--- src/rtl/sdram_arbiter.sv ---
`default_nettype none
// ============================================================================
// sdram_arbiter : two-master (CPU / video-DMA) arbiter in front of the SDRAM
//                 controller's single valid/ready request port.
// Revision      : 1.0
// ============================================================================
module sdram_arbiter #(
  parameter int FIXED_PRIO = 0,
  parameter int ADDR_W     = 25
) (
  input  logic              clk,
  input  logic              reset,
  input  logic              m0_valid,
  input  logic [ADDR_W-1:0] m0_addr,
  input  logic [31:0]       m0_din,
  input  logic [3:0]        m0_wmask,
  output logic [31:0]       m0_dout,
  output logic              m0_ready,
  input  logic              m1_valid,
  input  logic [ADDR_W-1:0] m1_addr,
  input  logic [31:0]       m1_din,
  input  logic [3:0]        m1_wmask,
  output logic [31:0]       m1_dout,
  output logic              m1_ready,
  output logic              mem_valid,
  output logic [ADDR_W-1:0] mem_addr,
  output logic [31:0]       mem_din,
  output logic [3:0]        mem_wmask,
  input  logic [31:0]       mem_dout,
  input  logic              mem_ready
);

  typedef enum logic [1:0] {
    S_IDLE = 2'd0,
    S_BUSY = 2'd1,
    S_DONE = 2'd2
  } state_t;

  state_t r_state;
  state_t w_state_nxt;
  logic   r_grant;
  logic   r_last_grant;
  logic   r_ready_q;
  logic   w_cmp;
  logic   w_take;
  logic   w_sel;
  logic   w_done;

  // Only a rising edge of mem_ready counts, so the controller's level-high
  // ready during its init phase never completes a transaction.
  assign w_cmp  = mem_ready & ~r_ready_q;
  assign w_done = (r_state == S_BUSY) && w_cmp;

  always_ff @(posedge clk or posedge reset) begin
    if (reset) begin
      r_state <= S_IDLE;
    end else begin
      r_state <= w_state_nxt;
    end
  end

  always_comb begin
    w_state_nxt = r_state;
    w_take      = 1'b0;
    w_sel       = 1'b0;
    case (r_state)
      S_IDLE: begin
        if (m0_valid || m1_valid) begin
          w_take      = 1'b1;
          w_state_nxt = S_BUSY;
          if (m0_valid && m1_valid) begin
            w_sel = (FIXED_PRIO != 0) ? 1'b0 : ~r_last_grant;
          end else begin
            w_sel = m1_valid;
          end
        end
      end
      S_BUSY: begin
        if (w_cmp) begin
          w_state_nxt = S_DONE;
        end
      end
      S_DONE: begin
        w_state_nxt = S_IDLE;
      end
      default: begin
        w_state_nxt = S_IDLE;
      end
    endcase
  end

  always_ff @(posedge clk or posedge reset) begin
    if (reset) begin
      r_ready_q    <= 1'b1;
      r_grant      <= 1'b0;
      r_last_grant <= 1'b1;
      mem_valid    <= 1'b0;
      mem_addr     <= '0;
      mem_din      <= '0;
      mem_wmask    <= '0;
      m0_dout      <= '0;
      m0_ready     <= 1'b0;
      m1_dout      <= '0;
      m1_ready     <= 1'b0;
    end else begin
      r_ready_q <= mem_ready;
      // Ready pulses are raised only on completion, so DONE clears them.
      m0_ready  <= 1'b0;
      m1_ready  <= 1'b0;
      if (w_take) begin
        r_grant   <= w_sel;
        mem_valid <= 1'b1;
        mem_addr  <= w_sel ? m1_addr  : m0_addr;
        mem_din   <= w_sel ? m1_din   : m0_din;
        mem_wmask <= w_sel ? m1_wmask : m0_wmask;
      end
      if (w_done) begin
        mem_valid    <= 1'b0;
        r_last_grant <= r_grant;
        if (r_grant) begin
          m1_dout  <= mem_dout;
          m1_ready <= 1'b1;
        end else begin
          m0_dout  <= mem_dout;
          m0_ready <= 1'b1;
        end
      end
    end
  end

endmodule
`default_nettype wire

--- config.mk ---
export PLATFORM = sky130hd
export DESIGN_NAME = sdram_arbiter
export DESIGN_NICKNAME = d
export VERILOG_FILES = /design/src/rtl/sdram_arbiter.sv
export SDC_FILE = /design/constraint.sdc
export NUM_CORES = 1
export LEC_CHECK = 0
export CAP_MARGIN = 5
export CORE_MARGIN = 5
export CORE_UTILIZATION = 42
export DETAILED_ROUTE_END_ITERATION = 6
export MAX_ROUTING_LAYER = met4
export PLACE_DENSITY = 0.82
export REMOVE_ABC_BUFFERS = 1
export SLEW_MARGIN = 20
export SYNTH_ARGS = -nofsm -noshare
export SYNTH_HDL_FRONTEND = slang
export SYNTH_SLANG_ARGS = --single-unit
--- constraint.sdc ---
create_clock -name clk -period 5 [get_ports clk]
set_input_delay 0.5 -clock clk [delete_from_list [all_inputs] [get_ports clk]]
set_output_delay 0.5 -clock clk [all_outputs]
set_load 0.01 [all_outputs]
Word-level counts from Yosys, hierarchy flattened. Cells that the tools add are included.

Add/subtract/negate cells: 0. Multiply operators: 0. Divide/modulo/power cells: 0. Order comparisons: 0. Equality and inequality tests: 3. Shift operators: 0. Mux-type cells: 17. Bitwise logic cells: 4. Reduce and logical (&&, ||, !) cells: 8.

Operators with widths (count): 32-bit two-way mux (1); 25-bit two-way mux (1); 1-bit two-way mux (11); 2-bit AND reduction (3); 2-bit two-way mux (2); 4-bit two-way mux (1); 2-bit inequality test, second input constant (2); 2-bit one-hot mux with 2 select lines (1); 1-bit NOT (3); 2-bit by 1-bit equality test with 1-bit output, second input constant (1); 1-bit logical AND (2); 2-bit logical NOT (1); 2-bit nonzero test (1); 1-bit AND (1); 1-bit logical OR (1).

Flip-flop bits (word level): 133. Bits in latches: 0. Bits in writable memories: 0. Memory bits (read-only): 0. Input port bits: 159. Output and inout port bits: 128. Logic and storage cells: 44. Memories: 0.

Depth between registers and ports, before layout.
Word-level depth: 5. Mapped depth: 6.

Worst setup path after synthesis. Ideal clock, no wire load.

Path type: input port to flip-flop. Start point: input m1_valid. End point: register mem_addr[0]. Setup time: 126 ps. Data arrival time: 1535 ps. Data required time: 4874 ps. Setup slack: 3339 ps. Cell stages on the path: 6. Path buffers: 3. Cells stage by stage: buf_6 -> or2_1 -> buf_6 -> buf_6 -> and3_1 -> a221o_1.

Word-level cells in the longest chain between the ends: 5.

Ends and longest elaborated chain: start: declaration (line 19) `input logic m1_valid,`; 1-bit logical AND (line 71) `if (m0_valid && m1_valid) begin`; 1-bit two-way mux (line 71); 1-bit two-way mux (line 68) `if (m0_valid || m1_valid) begin`; 1-bit two-way mux (line 66) `case (r_state)`; 25-bit two-way mux (line 113) `mem_addr <= w_sel ? m1_addr : m0_addr;`; end signal: assignment (line 113); end: declaration (line 26) `output logic [ADDR_W-1:0] mem_addr,`.

Parallel ways exist; a longest one is shown, timed or not. A chain may end at the register's enable or synchronous reset.

Worst setup path after layout.
Start point: register r_state[0]. End point: register mem_wmask[3].

Word-level cells in the longest chain between the ends: 3.

Ends and longest elaborated chain: start: declaration (line 39) `state_t r_state;`; start signal: assignment (line 58) `r_state <= w_state_nxt;`; 2-bit logical NOT (*) (line 66); 1-bit two-way mux (line 66); 4-bit two-way mux (line 115) `mem_wmask <= w_sel ? m1_wmask : m0_wmask;`; end signal: assignment (line 115); end: declaration (line 28) `output logic [3:0] mem_wmask,`.

Every way passes the cells marked *; elsewhere a longest branch is shown, timed or not.

==> results.sh <==
export IMPL_io_pins=287
export IMPL_drt_iter0_drc=268
export IMPL_final_period_utilization_pct=59.2
export IMPL_ir_worst_vdd_uv=276
export IMPL_firstDrtPassIters=4
export IMPL_yosys_warnings=0
export IMPL_power_uw=5960
export IMPL_cp_end_kind="flip-flop"
export IMPL_initial_core_util_pct=42.4
export IMPL_syn_to_final_growth_pct=56.6
export IMPL_tns_ns=0
export IMPL_numCtsBuffers=17
export IMPL_drc=0
export IMPL_reg2reg_depth=5
export IMPL_synth_area_leaders="dfrtp_1 54%, a221o_1 10%, and4_1 8.7%"
export IMPL_ys_seq_elements=133
export IMPL_synth_cell_area_um2=6110
export IMPL_synth_edf_count=0
export IMPL_synthCells=450
export IMPL_port_buffers=286
export IMPL_critPathRequiredTime_ns=5.29
export IMPL_holdCritPathClass="reg2reg"
export IMPL_dp_hpwl_um=13400
export IMPL_fin_crit_ns=2.96
export IMPL_ctsHoldBuffers=0
export IMPL_clk_insertion_delay_late_ns=0.41
export IMPL_antenna_found_initial=0
export IMPL_critPathKind="reg2reg"
export IMPL_grt_pass1_wl_um=28600
export IMPL_cts_sinks=133
export IMPL_max_slew_worst_pin_slew_ns=1.10
export IMPL_nNetsFinal=869
export IMPL_synthFlopType="dfrtp_1"
export IMPL_post_cts_buffers=0
export IMPL_drive_gt1_share_pct=13.0
export IMPL_setup_violations=0
export IMPL_pwr_density_cell_nw_per_um2=622
export IMPL_cts_root_buf="clkbuf_16"
export IMPL_rows=44
export IMPL_crit_arrival_ns=3.25
export IMPL_cts_resized_gates=0
export IMPL_die_y_um=131
export IMPL_clk_pin_slew_ns=0.06
export IMPL_max_slew_margin_pct=26.9
export IMPL_cp_start_kind="flip-flop"
export IMPL_die_area_um2=17100
export IMPL_run_status="finished, final reports clean"
export IMPL_n_antenna_cell=0
export IMPL_core_area_um2=14400
export IMPL_cp_max_fo=125
export IMPL_vias=5082
export IMPL_grt_pass1_vias=5317
export IMPL_synth_area_leader_cell="dfrtp_1"
export IMPL_cts_tree="done"
export IMPL_drv_slew=0
export IMPL_hold_depth=1
export IMPL_grt_max_degree=126
export IMPL_ctsLongestPathBuffers=2
export IMPL_avgSynthCellArea_um2=13.6
export IMPL_synth_async_reset_ratio_pct=100
export IMPL_rsz0062_at_grt="false"
export IMPL_grt_overflow_total=0
export IMPL_viasPerCell=5.61
export IMPL_timing_fmax_ghz=0.338
export IMPL_track_usage_pct=22.3
export IMPL_drtAntennaViolNets=0
export IMPL_cap_violations=0
export IMPL_post_drt_wl_per_cell_um=21.1
export IMPL_h_tree_depth=4
export IMPL_skew_ns=0.0101
export IMPL_die_w_um=131
export IMPL_power_leakage_uw=0.00420
export IMPL_drt_wl_total_um=19100
export IMPL_synth_cell_types=25
export IMPL_hold_viol_final=0
export IMPL_finalWeightedCongestion=0.844
export IMPL_synth_top_area_share_pct=53.7
export IMPL_yosysSeqAreaShare_pct=54.5
==> power by group <==
part,switching [µW],total [µW],leakage (µW),internal (µW)
registers,341,1960,0.00159,1620
clock network,454,1300,0.000300,846
logic,1090,2690,0.00231,1610
==> cell usage after synthesis, types with 2 or more instances <==
| cell | n |
|---|---|
| buf_2 | 15 |
| nand2_2 | 2 |
| and3_1 | 61 |
| nor2_1 | 3 |
| inv_1 | 2 |
| mux2_4 | 28 |
| dfstp_2 | 2 |
| a221o_1 | 61 |
| clkbuf_1 | 24 |
| mux2_2 | 18 |
| nand2_1 | 2 |
| dfrtp_1 | 131 |
| mux2_1 | 18 |
| and4_1 | 61 |
| buf_6 | 12 |
==> through the flow <==
step	instance area [µm²]	worst slack (ns)	util (%)	cells	hold slack [ns]
final	9570	2.04	66.4	906	0.492
after global routing	9570	1.75	66.4	906	0.514
after CTS	9570	1.99	66.4	906	0.495
after detailed placement	8950	1.86	62.1	875	0.481
after global placement	8950	1.67	62.0	875	0.472
after floorplan	5800	0.949	-	398	0.479
==> layer usage <==
| layer | global-route usage, % | up-vias | part of all wire (%) | wire, µm |
|---|---|---|---|---|
| met5 | - | - | 0 | 0 |
| met4 | 5.99 | 0 | 1.2 | 235 |
| met3 | 7.24 | 18 | 8.9 | 1700 |
| met2 | 36.5 | 259 | 49 | 9400 |
| met1 | 26.7 | 2517 | 41 | 7740 |
| li1 | - | 2288 | - | - |
==> area by class of cell <==
cell class | instances | area (µm²)
clock buffers | 19 | 443
clock inverters | 12 | 176
fillers | 1031 | 4850
inverters | 2 | 10.0
multi-input cells | 263 | 2470
flip-flops and latches | 133 | 3330
well taps | 184 | 230
repair buffers | 293 | 2910
==> registers in the layout (all words and copies together) (netlist names) <==
name and flops:
m1_dout 32, m1_ready 1, m0_dout 32, mem_din 32
m0_ready 1, mem_addr 25, mem_valid 1, r_ready_q 1
r_last_grant 1, r_state 2, mem_wmask 4, r_grant 1
==> cell families after synthesis <==
logic type | count (synthesis) | share of synthesized area (%)
and+or+nand+nor | 136 | 16.6
AOI/OAI and AO/OA | 63 | 10.2
DFF | 133 | 54.5
buffers and inverters | 54 | 5.16
muxes | 64 | 13.5
==> worst max-delay path, stage by stage, from the launching register on <==
cell and delay, ns:
dfrtp_1 0.42, nor2_4 0.11, buf_4 0.68, nand3_2 0.74
buf_4 0.49, a221o_1 0.38
==> cells in the final DEF, fill, tap and decap left out, types with 2 or more instances in the layout <==
cell	n
a221o_1	61
and3_1	61
and4_1	61
buf_4	7
bufinv_16	4
clkbuf_16	17
clkdlybuf4s50_1	285
clkinv_2	3
clkinvlp_4	2
dfrtp_1	131
dfstp_2	2
inv_6	2
mux2_1	18
mux2_2	18
mux2_4	28
nand2_1	2
nor2_1	3
==> path summary, 6_finish.rpt <==
check / endpoint / slack (ns) / from
min in group asynchronous: m1_dout[0] / 0.52 / reset
worst min register to register: m1_dout[18] / 0.49 / m1_dout[18]
worst max register to register: mem_wmask[3] / 2.04 / r_state[0]
worst max-delay path: mem_wmask[3] / 2.04 / r_state[0]
max in group asynchronous: m1_dout[31] / 3.46 / reset
worst min-delay path: m1_dout[18] / 0.49 / m1_dout[18]
(Power assumes the default switching activity.)
